$ cat src/rtl/os_array_ctrl.sv
// Job sequencer for an N x N output-stationary systolic MAC array: clear, skewed
// compute feed, then row-by-row result drain over a valid/ready handshake.
module os_array_ctrl #(
    parameter int unsigned N   = 4,
    parameter int unsigned K_W = 8
) (
    input  logic                   clk,
    input  logic                   rstn,
    input  logic                   start_i,
    input  logic [K_W-1:0]         k_len_i,
    input  logic                   stall_i,
    output logic                   busy_o,
    output logic                   done_o,
    output logic                   arr_clr_o,
    output logic                   acc_en_o,
    output logic [N-1:0]           row_feed_en_o,
    output logic [N-1:0]           col_feed_en_o,
    output logic                   out_valid_o,
    input  logic                   out_ready_i,
    output logic [$clog2(N)-1:0]   out_row_o,
    output logic                   out_last_o
);

    localparam int unsigned CNT_W = K_W + $clog2(2 * N) + 1;
    localparam int unsigned RS_W  = $clog2(N);

    localparam logic [CNT_W-1:0] FILL_FLUSH = CNT_W'(2 * N - 3);
    localparam logic [RS_W-1:0]  ROW_LAST   = RS_W'(N - 1);

    typedef enum logic [2:0] {
        S_IDLE,
        S_CLEAR,
        S_COMPUTE,
        S_DRAIN,
        S_DONE
    } state_t;

    state_t           state_q;
    state_t           state_d;
    logic [K_W-1:0]   k_q;
    logic [CNT_W-1:0] c_q;
    logic [RS_W-1:0]  r_q;

    logic [CNT_W-1:0] k_ext;
    logic [CNT_W-1:0] c_last;
    logic             c_at_last;
    logic             r_at_last;
    logic             compute_go;
    logic             drain_hs;
    logic [N-1:0]     feed_win;

    assign k_ext      = CNT_W'(k_q);
    assign c_last     = k_ext + FILL_FLUSH;
    assign c_at_last  = (c_q == c_last);
    assign r_at_last  = (r_q == ROW_LAST);
    assign compute_go = (state_q == S_COMPUTE) && !stall_i;
    assign drain_hs   = (state_q == S_DRAIN) && out_ready_i;

    // Skew window: lane i carries operands on cycles i .. i+K-1, in full counter width.
    always_comb begin
        feed_win = '0;
        for (int unsigned i = 0; i < N; i++) begin
            feed_win[i] = (c_q >= CNT_W'(i)) && (c_q < (k_ext + CNT_W'(i)));
        end
    end

    always_ff @(posedge clk or negedge rstn) begin
        if (!rstn) begin
            state_q <= S_IDLE;
        end else begin
            state_q <= state_d;
        end
    end

    always_comb begin
        state_d = state_q;
        unique case (state_q)
            S_IDLE: begin
                if (start_i) begin
                    state_d = S_CLEAR;
                end
            end
            S_CLEAR: begin
                state_d = (k_q == '0) ? S_DRAIN : S_COMPUTE;
            end
            S_COMPUTE: begin
                if (compute_go && c_at_last) begin
                    state_d = S_DRAIN;
                end
            end
            S_DRAIN: begin
                if (drain_hs && r_at_last) begin
                    state_d = S_DONE;
                end
            end
            S_DONE: begin
                state_d = S_IDLE;
            end
            default: begin
                state_d = S_IDLE;
            end
        endcase
    end

    always_ff @(posedge clk or negedge rstn) begin
        if (!rstn) begin
            k_q <= '0;
        end else if ((state_q == S_IDLE) && start_i) begin
            k_q <= k_len_i;
        end
    end

    always_ff @(posedge clk or negedge rstn) begin
        if (!rstn) begin
            c_q <= '0;
        end else if (state_q != S_COMPUTE) begin
            c_q <= '0;
        end else if (compute_go) begin
            c_q <= c_at_last ? '0 : c_q + 1'b1;
        end
    end

    always_ff @(posedge clk or negedge rstn) begin
        if (!rstn) begin
            r_q <= '0;
        end else if (state_q != S_DRAIN) begin
            r_q <= '0;
        end else if (drain_hs) begin
            r_q <= r_at_last ? '0 : r_q + 1'b1;
        end
    end

    always_comb begin
        busy_o        = (state_q != S_IDLE);
        done_o        = (state_q == S_DONE);
        arr_clr_o     = (state_q == S_CLEAR);
        acc_en_o      = compute_go;
        row_feed_en_o = compute_go ? feed_win : '0;
        col_feed_en_o = compute_go ? feed_win : '0;
        out_valid_o   = (state_q == S_DRAIN);
        out_row_o     = (state_q == S_DRAIN) ? r_q : '0;
        out_last_o    = (state_q == S_DRAIN) && r_at_last;
    end

endmodule

$ cat config.mk
export PLATFORM = sky130hd
export DESIGN_NAME = os_array_ctrl
export DESIGN_NICKNAME = d
export VERILOG_FILES = /design/src/rtl/os_array_ctrl.sv
export SDC_FILE = /design/constraint.sdc
export NUM_CORES = 1
export LEC_CHECK = 0
export CORE_MARGIN = 2
export CORE_UTILIZATION = 58
export DETAILED_ROUTE_END_ITERATION = 8
export GPL_TIMING_DRIVEN = 0
export PLACE_DENSITY = 0.82
export RECOVER_POWER = 50
export SETUP_SLACK_MARGIN = 0.4
export SYNTH_ARGS = -nofsm -noshare
export SYNTH_HDL_FRONTEND = slang
export SYNTH_SLANG_ARGS = --single-unit
$ cat constraint.sdc
create_clock -name clk -period 3.4 [get_ports clk]
set_clock_uncertainty 0.2 [all_clocks]
set_input_delay 0.68 -clock clk [delete_from_list [all_inputs] [get_ports clk]]
set_output_delay 0.68 -clock clk [all_outputs]
set_load 0.03 [all_outputs]
==> results.cfg, run 1 <==
[routing]
drc_errors = 0
viasPerCell = 6.12
vias = 2550
wl_per_cell_um = 17.3
dr.pass1.iters = 6
ant_nets = 0
routed_wl_um = 7210
drt_iter0_drc = 171

[logic_synthesis]
yosysTopAreaCellShare = 0.232
syn_avg_cell_area_um2 = 8.51
yosys.area.top_type = dfrtp_1
synth_edf_count = 0
yosysWarningCount = 0
syn_nets = 374
ys_top_cells_by_count = ha_1 (44), nand2_1 (29), dfrtp_1 (25)
synth_cell_type_count = 51
yosysSeqAreaShare = 0.232
yosysMostFrequentCell = ha_1
synth_area_um2 = 2700
synthCells = 317
synth_ff_type = dfrtp_1
synth_seq_cells = 25
async_flop_share = 1.00
synth_area_leaders = dfrtp_1 (23%), ha_1 (20%), xnor2_1 (7.1%)

[setup_path]
crit_fanout = 5
startpoint_type = flop
worstPathRequired_ns = 2.52
worstSetupPathType = flop to output port
crit_arrival_ns = 2.60
endpoint_kind = output port
reg2reg_depth = 9

[place]
port_buffers = 28
place_hpwl_um = 5010
gp_congestion = 0.875
place_ws_ns = -0.650

[finish]
diodes = 0
nNetsFinal = 423
drive_above_1_share = 0.255
area_growth_pct = 27.9

[clock_tree]
clockBufferDepth = 2
root_buffer = clkbuf_8
numCtsBuffers = 3
cts.hold.buffers_added = 0
cts.sinks = 25
clk_pin_slew_ns = 0.09
insertion_delay_ns = 0.27
cts_tree = done
htree_num_levels = 1

[sta]
slew_violations = 0
slew_headroom = 0.215
rsz0062_at_grt = yes
post-route-period-util = 1.02
hold_viol_final = 0
setup_slack_ns = -0.0760
tightest_slew_ns = 1.17
fmax_ghz = 0.288
fin_crit_ns = 3.48
finalSetupViolCount = 4

[global_route]
grt_pass1_wl_um = 11800
grt_usage = 0.284
grt_pass1_vias = 2513
antenna_found_initial = 0
grt_start_max_net_pins = 26
grt-ovfl-total = 0

[floorplan]
row_count = 24
ioPinCount = 29
dieArea_um2 = 5210
core_area_um2 = 4410
die_y_um = 72.2
die_x_um = 72.2
initial_core_util = 0.611

[power_and_ir_drop]
peakVddDrop_mv = 0.603
power.total_uw = 2950
leakage_uw = 0.00163
powerDensity_nw_per_um2 = 855

[status]
violations = setup timing
status = finished with violations

[worst_hold_path]
min_path_cells = 1
min_path_type = flop to flop

[run]
maxCapViolCount = 0
==> where the power goes <==
part	total, uW	switching (uW)	internal, uW
clock	181	96.8	84.0
combinational	2240	1210	1030
sequential	527	141	386
total	2950	1450	1500
==> repair_timing <==
item | in CTS | in global routing
hold endpoints to repair | 0 | 0
pin swaps | 15 | 11
gates resized for setup | 83 | 18
setup endpoints to repair | 9 | 11
setup buffers | 11 | 5
==> cell type report <==
class	instances	area (um^2)
Sequential cell	25	631
Fill cell	302	965
Inverter	16	62.6
Multi-Input combinational cell	258	2090
Clock buffer	4	45.0
Tap cell	52	65.1
Buffer	18	151
Timing Repair Buffer	44	403
==> logic make-up (layout without fill, tap and decap cells) <==
kind of cell               count (synthesis)  count (layout)  share of synthesized area
buffers and inverters                     34              82                     0.0640
xor gates and xnor gates                  27              27                     0.0905
muxes                                      4               4                     0.0153
AOI/OAI and AO/OA                         61              61                      0.148
and+or+nand+nor                          122             122                      0.246
DFF                                       25              25                      0.232
adders and majority gates                 44              44                      0.204
==> through the flow <==
step / util / std cells / setup TNS [ns] / area, um^2 / hold slack (ns)
floorplan: - / 317 / 0 / 2780 / 0.184
global placement: 0.708 / 397 / -4.02 / 3120 / 0.273
detailed placement: 0.708 / 397 / -4.16 / 3120 / 0.285
CTS: 0.763 / 412 / -0.217 / 3370 / 0.299
global route: 0.781 / 417 / -0.634 / 3450 / 0.355
finish: 0.781 / 417 / -0.239 / 3450 / 0.310
==> state kept, by name, summed over array words and instances (netlist names) <==
name and cells:
c_q 12, k_q 8, r_q 2, state_q 3
==> routing by layer <==
layer | share of wire | vias up | global-route usage
li1 | - | 1215 | -
met1 | 0.42 | 1223 | 0.368
met2 | 0.50 | 93 | 0.488
met3 | 0.052 | 19 | 0.0361
met4 | 0.026 | 0 | 0.101
met5 | 0 | - | 0
==> layout by cell type, fill, tap and decap left out, types with 5 or more instances in the layout <==
| cell | instances |
|---|---|
| and3_1 | 7 |
| ha_1 | 38 |
| buf_6 | 15 |
| nand3_1 | 17 |
| dfrtp_1 | 21 |
| a21oi_1 | 9 |
| nand2b_1 | 5 |
| nand2_1 | 25 |
| a31oi_1 | 8 |
| buf_4 | 18 |
| inv_1 | 12 |
| and2_1 | 5 |
| o21ai_0 | 12 |
| xnor2_1 | 21 |
| clkdlybuf4s50_1 | 13 |
| nor2_1 | 15 |
==> path summary, 6_finish.rpt <==
| kind | startpoint | endpoint | slack (ns) |
|---|---|---|---|
| min in group asynchronous | rstn | c_q[11] | 0.89 |
| max in group asynchronous | rstn | c_q[1] | 1.33 |
| hold reg to reg | c_q[11] | c_q[11] | 0.31 |
| setup reg to reg | k_q[2] | c_q[5] | 0.68 |
| hold / removal | c_q[11] | c_q[11] | 0.31 |
| setup / recovery | k_q[1] | row_feed_en_o[1] | -0.08 |
==> worst max-delay path, stage by stage, from the launching register on <==
cell and delay, ns:
dfrtp_2 0.49, ha_4 0.21, nand2_4 0.07, nor2_4 0.10, xnor2_1 0.13, ha_1 0.27
a21oi_2 0.14, nor3b_1 0.06, or4_4 0.49, a21oi_4 0.13, buf_6 0.10, buf_6 0.11
No activity file was read; power rests on OpenSTA's default activity.
==> run 2: changes to the inputs <==
--- a/config.mk
+++ b/config.mk
@@ -5,11 +5,11 @@
 export SDC_FILE = /design/constraint.sdc
 export NUM_CORES = 1
 export LEC_CHECK = 0
-export CORE_MARGIN = 2
-export CORE_UTILIZATION = 58
+export CORE_MARGIN = 4
+export CORE_UTILIZATION = 47
 export DETAILED_ROUTE_END_ITERATION = 8
 export GPL_TIMING_DRIVEN = 0
-export PLACE_DENSITY = 0.82
+export PLACE_DENSITY = 0.68
 export RECOVER_POWER = 50
 export SETUP_SLACK_MARGIN = 0.4
 export SYNTH_ARGS = -nofsm -noshare
==> results.cfg, run 2 (synthesis results as in run 1) <==
[clock_tree]
root_buffer = clkbuf_8
clockBufferDepth = 2
numCtsBuffers = 3
cts.hold.buffers_added = 0
clk_pin_slew_ns = 0.11
cts.sinks = 25
htree_num_levels = 1
insertion_delay_ns = 0.29
cts_tree = done

[routing]
drt_iter0_drc = 130
drc_errors = 0
routed_wl_um = 7410
ant_nets = 0
dr.pass1.iters = 4
vias = 2501
wl_per_cell_um = 16.8
viasPerCell = 5.66

[power_and_ir_drop]
leakage_uw = 0.00165
powerDensity_nw_per_um2 = 860
peakVddDrop_mv = 0.447

[sta]
setup_slack_ns = -0.0805
timing.hold.ws_ns = 0.295
hold_viol_final = 0
finalSetupViolCount = 5
slew_violations = 0
tightest_slew_ns = 1.49
slew_headroom = 0.00702
post-route-period-util = 1.02
fmax_ghz = 0.287
fin_crit_ns = 3.48
setup_tns_ns = -0.248
rsz0062_at_grt = yes

[setup_path]
worstSetupPathType = flop to output port
reg2reg_depth = 10
critPathMaxStageDelay_ns = 0.50
r2r_setup_slack_ns = 0.67
worstPathRequired_ns = 2.52
critical_path.most_common_cell = buf_6
crit_fanout = 4
path_cells = ha_4, nand2_4, nor2_4, xnor2_2, ha_1, a21oi_1, nor3b_1, or4_4, a21oi_4, buf_6, buf_6
startpoint_type = flop
cp_slowest_cell = or4_4
r2r_end = c_q[5]
r2r-start = k_q[2]
endpoint_kind = output port
crit_arrival_ns = 2.60

[finish]
layout_commonest_cell = ha_1
nNetsFinal = 428
drive_above_1_share = 0.278
final_core_util = 0.647
layout_common_cells = ha_1 (36), nand2_1 (25), buf_4 (23)
largest_reg_flops = 12
top_register = c_q
diodes = 0
largestRegisters = c_q x12, k_q x8, state_q x3
area_growth_pct = 33.0

[floorplan]
dieArea_um2 = 7010
ioPinCount = 29
die_y_um = 83.7
core_area_um2 = 5540
die_x_um = 83.7
initial_core_util = 0.487
row_count = 27

[global_route]
grt_pass1_vias = 2409
antenna_found_initial = 0
grt_pass1_wl_um = 12000
grt_usage = 0.205
grt_start_max_net_pins = 26
grt-ovfl-total = 0

[worst_hold_path]
min_path_type = flop to flop
min_path_cells = 1
min-delay-start = c_q[11]
hold_end = c_q[11]

[status]
status = finished with violations
violations = capacitance limit, setup timing

[place]
place_hpwl_um = 5110
gp_congestion = 0.874
port_buffers = 28

[run]
maxCapViolCount = 1
==> run 2: cell count changes in the layout (fill, tap and decap cells not counted), moves of 2 or more <==
cell	delta
buf_4	+5
dlygate4sd2_1	+3
dlymetal6s2s_1	-2
ha_1	-2
ha_4	+2
xnor2_1	-2
xnor2_2	+2
==> run 2: layout make-up <==
cell class	instances	area (um^2)
clock buffers	3	41.3
clock inverters	1	7.51
fillers	471	1950
plain buffers	18	148
well taps	72	90.1
inverters	16	67.6
repair buffers	49	448
multi-input cells	258	2160
flip-flops and latches	25	629
==> run 2: worst max-delay path: cells and delay by family, from the launching register on <==
kind / cells / cell delay, ns
and+or+nand+nor: 4 / 0.68
DFF: 1 / 0.49
adders and majority gates: 2 / 0.48
AOI/OAI and AO/OA: 2 / 0.27
buffers and inverters: 2 / 0.22
xor gates and xnor gates: 1 / 0.17
==> run 2: what timing repair did <==
action | CTS | global route
buffers inserted | 11 | 10
endpoints found under the setup margin | 12 | 9
cloned | 0 | 0
resized for setup | 69 | 52
pin swaps | 14 | 14
==> run 2: through the flow <==
step	setup WS, ns	std cells	total power [uW]	cell area, um^2
final	-0.0805	442	3080	3590
after global routing	-0.176	442	3340	3590
after CTS	-0.122	432	2720	3330
after detailed placement	-0.650	417	2360	3150
after global placement	-0.627	417	2320	3150
after floorplan	0.226	317	1910	2780
==> run 2: how the worst max path moves through the flow <==
stage               slack, ns               end     from
floorplan                0.23  row_feed_en_o[1]   k_q[2]
global placement        -0.63  row_feed_en_o[1]  stall_i
detailed placement      -0.65  row_feed_en_o[1]  stall_i
CTS                     -0.12  row_feed_en_o[1]   k_q[1]
global route            -0.18  row_feed_en_o[2]   k_q[5]
finish                  -0.08  row_feed_en_o[1]   k_q[1]
==> run 2: power breakdown <==
group	switching [uW]	leakage [uW]	total, uW	internal [uW]
registers	139	0.000313	524	385
logic	1240	0.00132	2350	1110
clock network	124	0.0000217	207	83.7
==> run 2: per-layer routing <==
layer / up-vias / global-route usage / part of all wire
met5: - / 0 / 0
met4: 0 / 0.0482 / 0.016
met3: 12 / 0.0286 / 0.040
met2: 69 / 0.343 / 0.48
met1: 1192 / 0.279 / 0.47
li1: 1228 / - / -
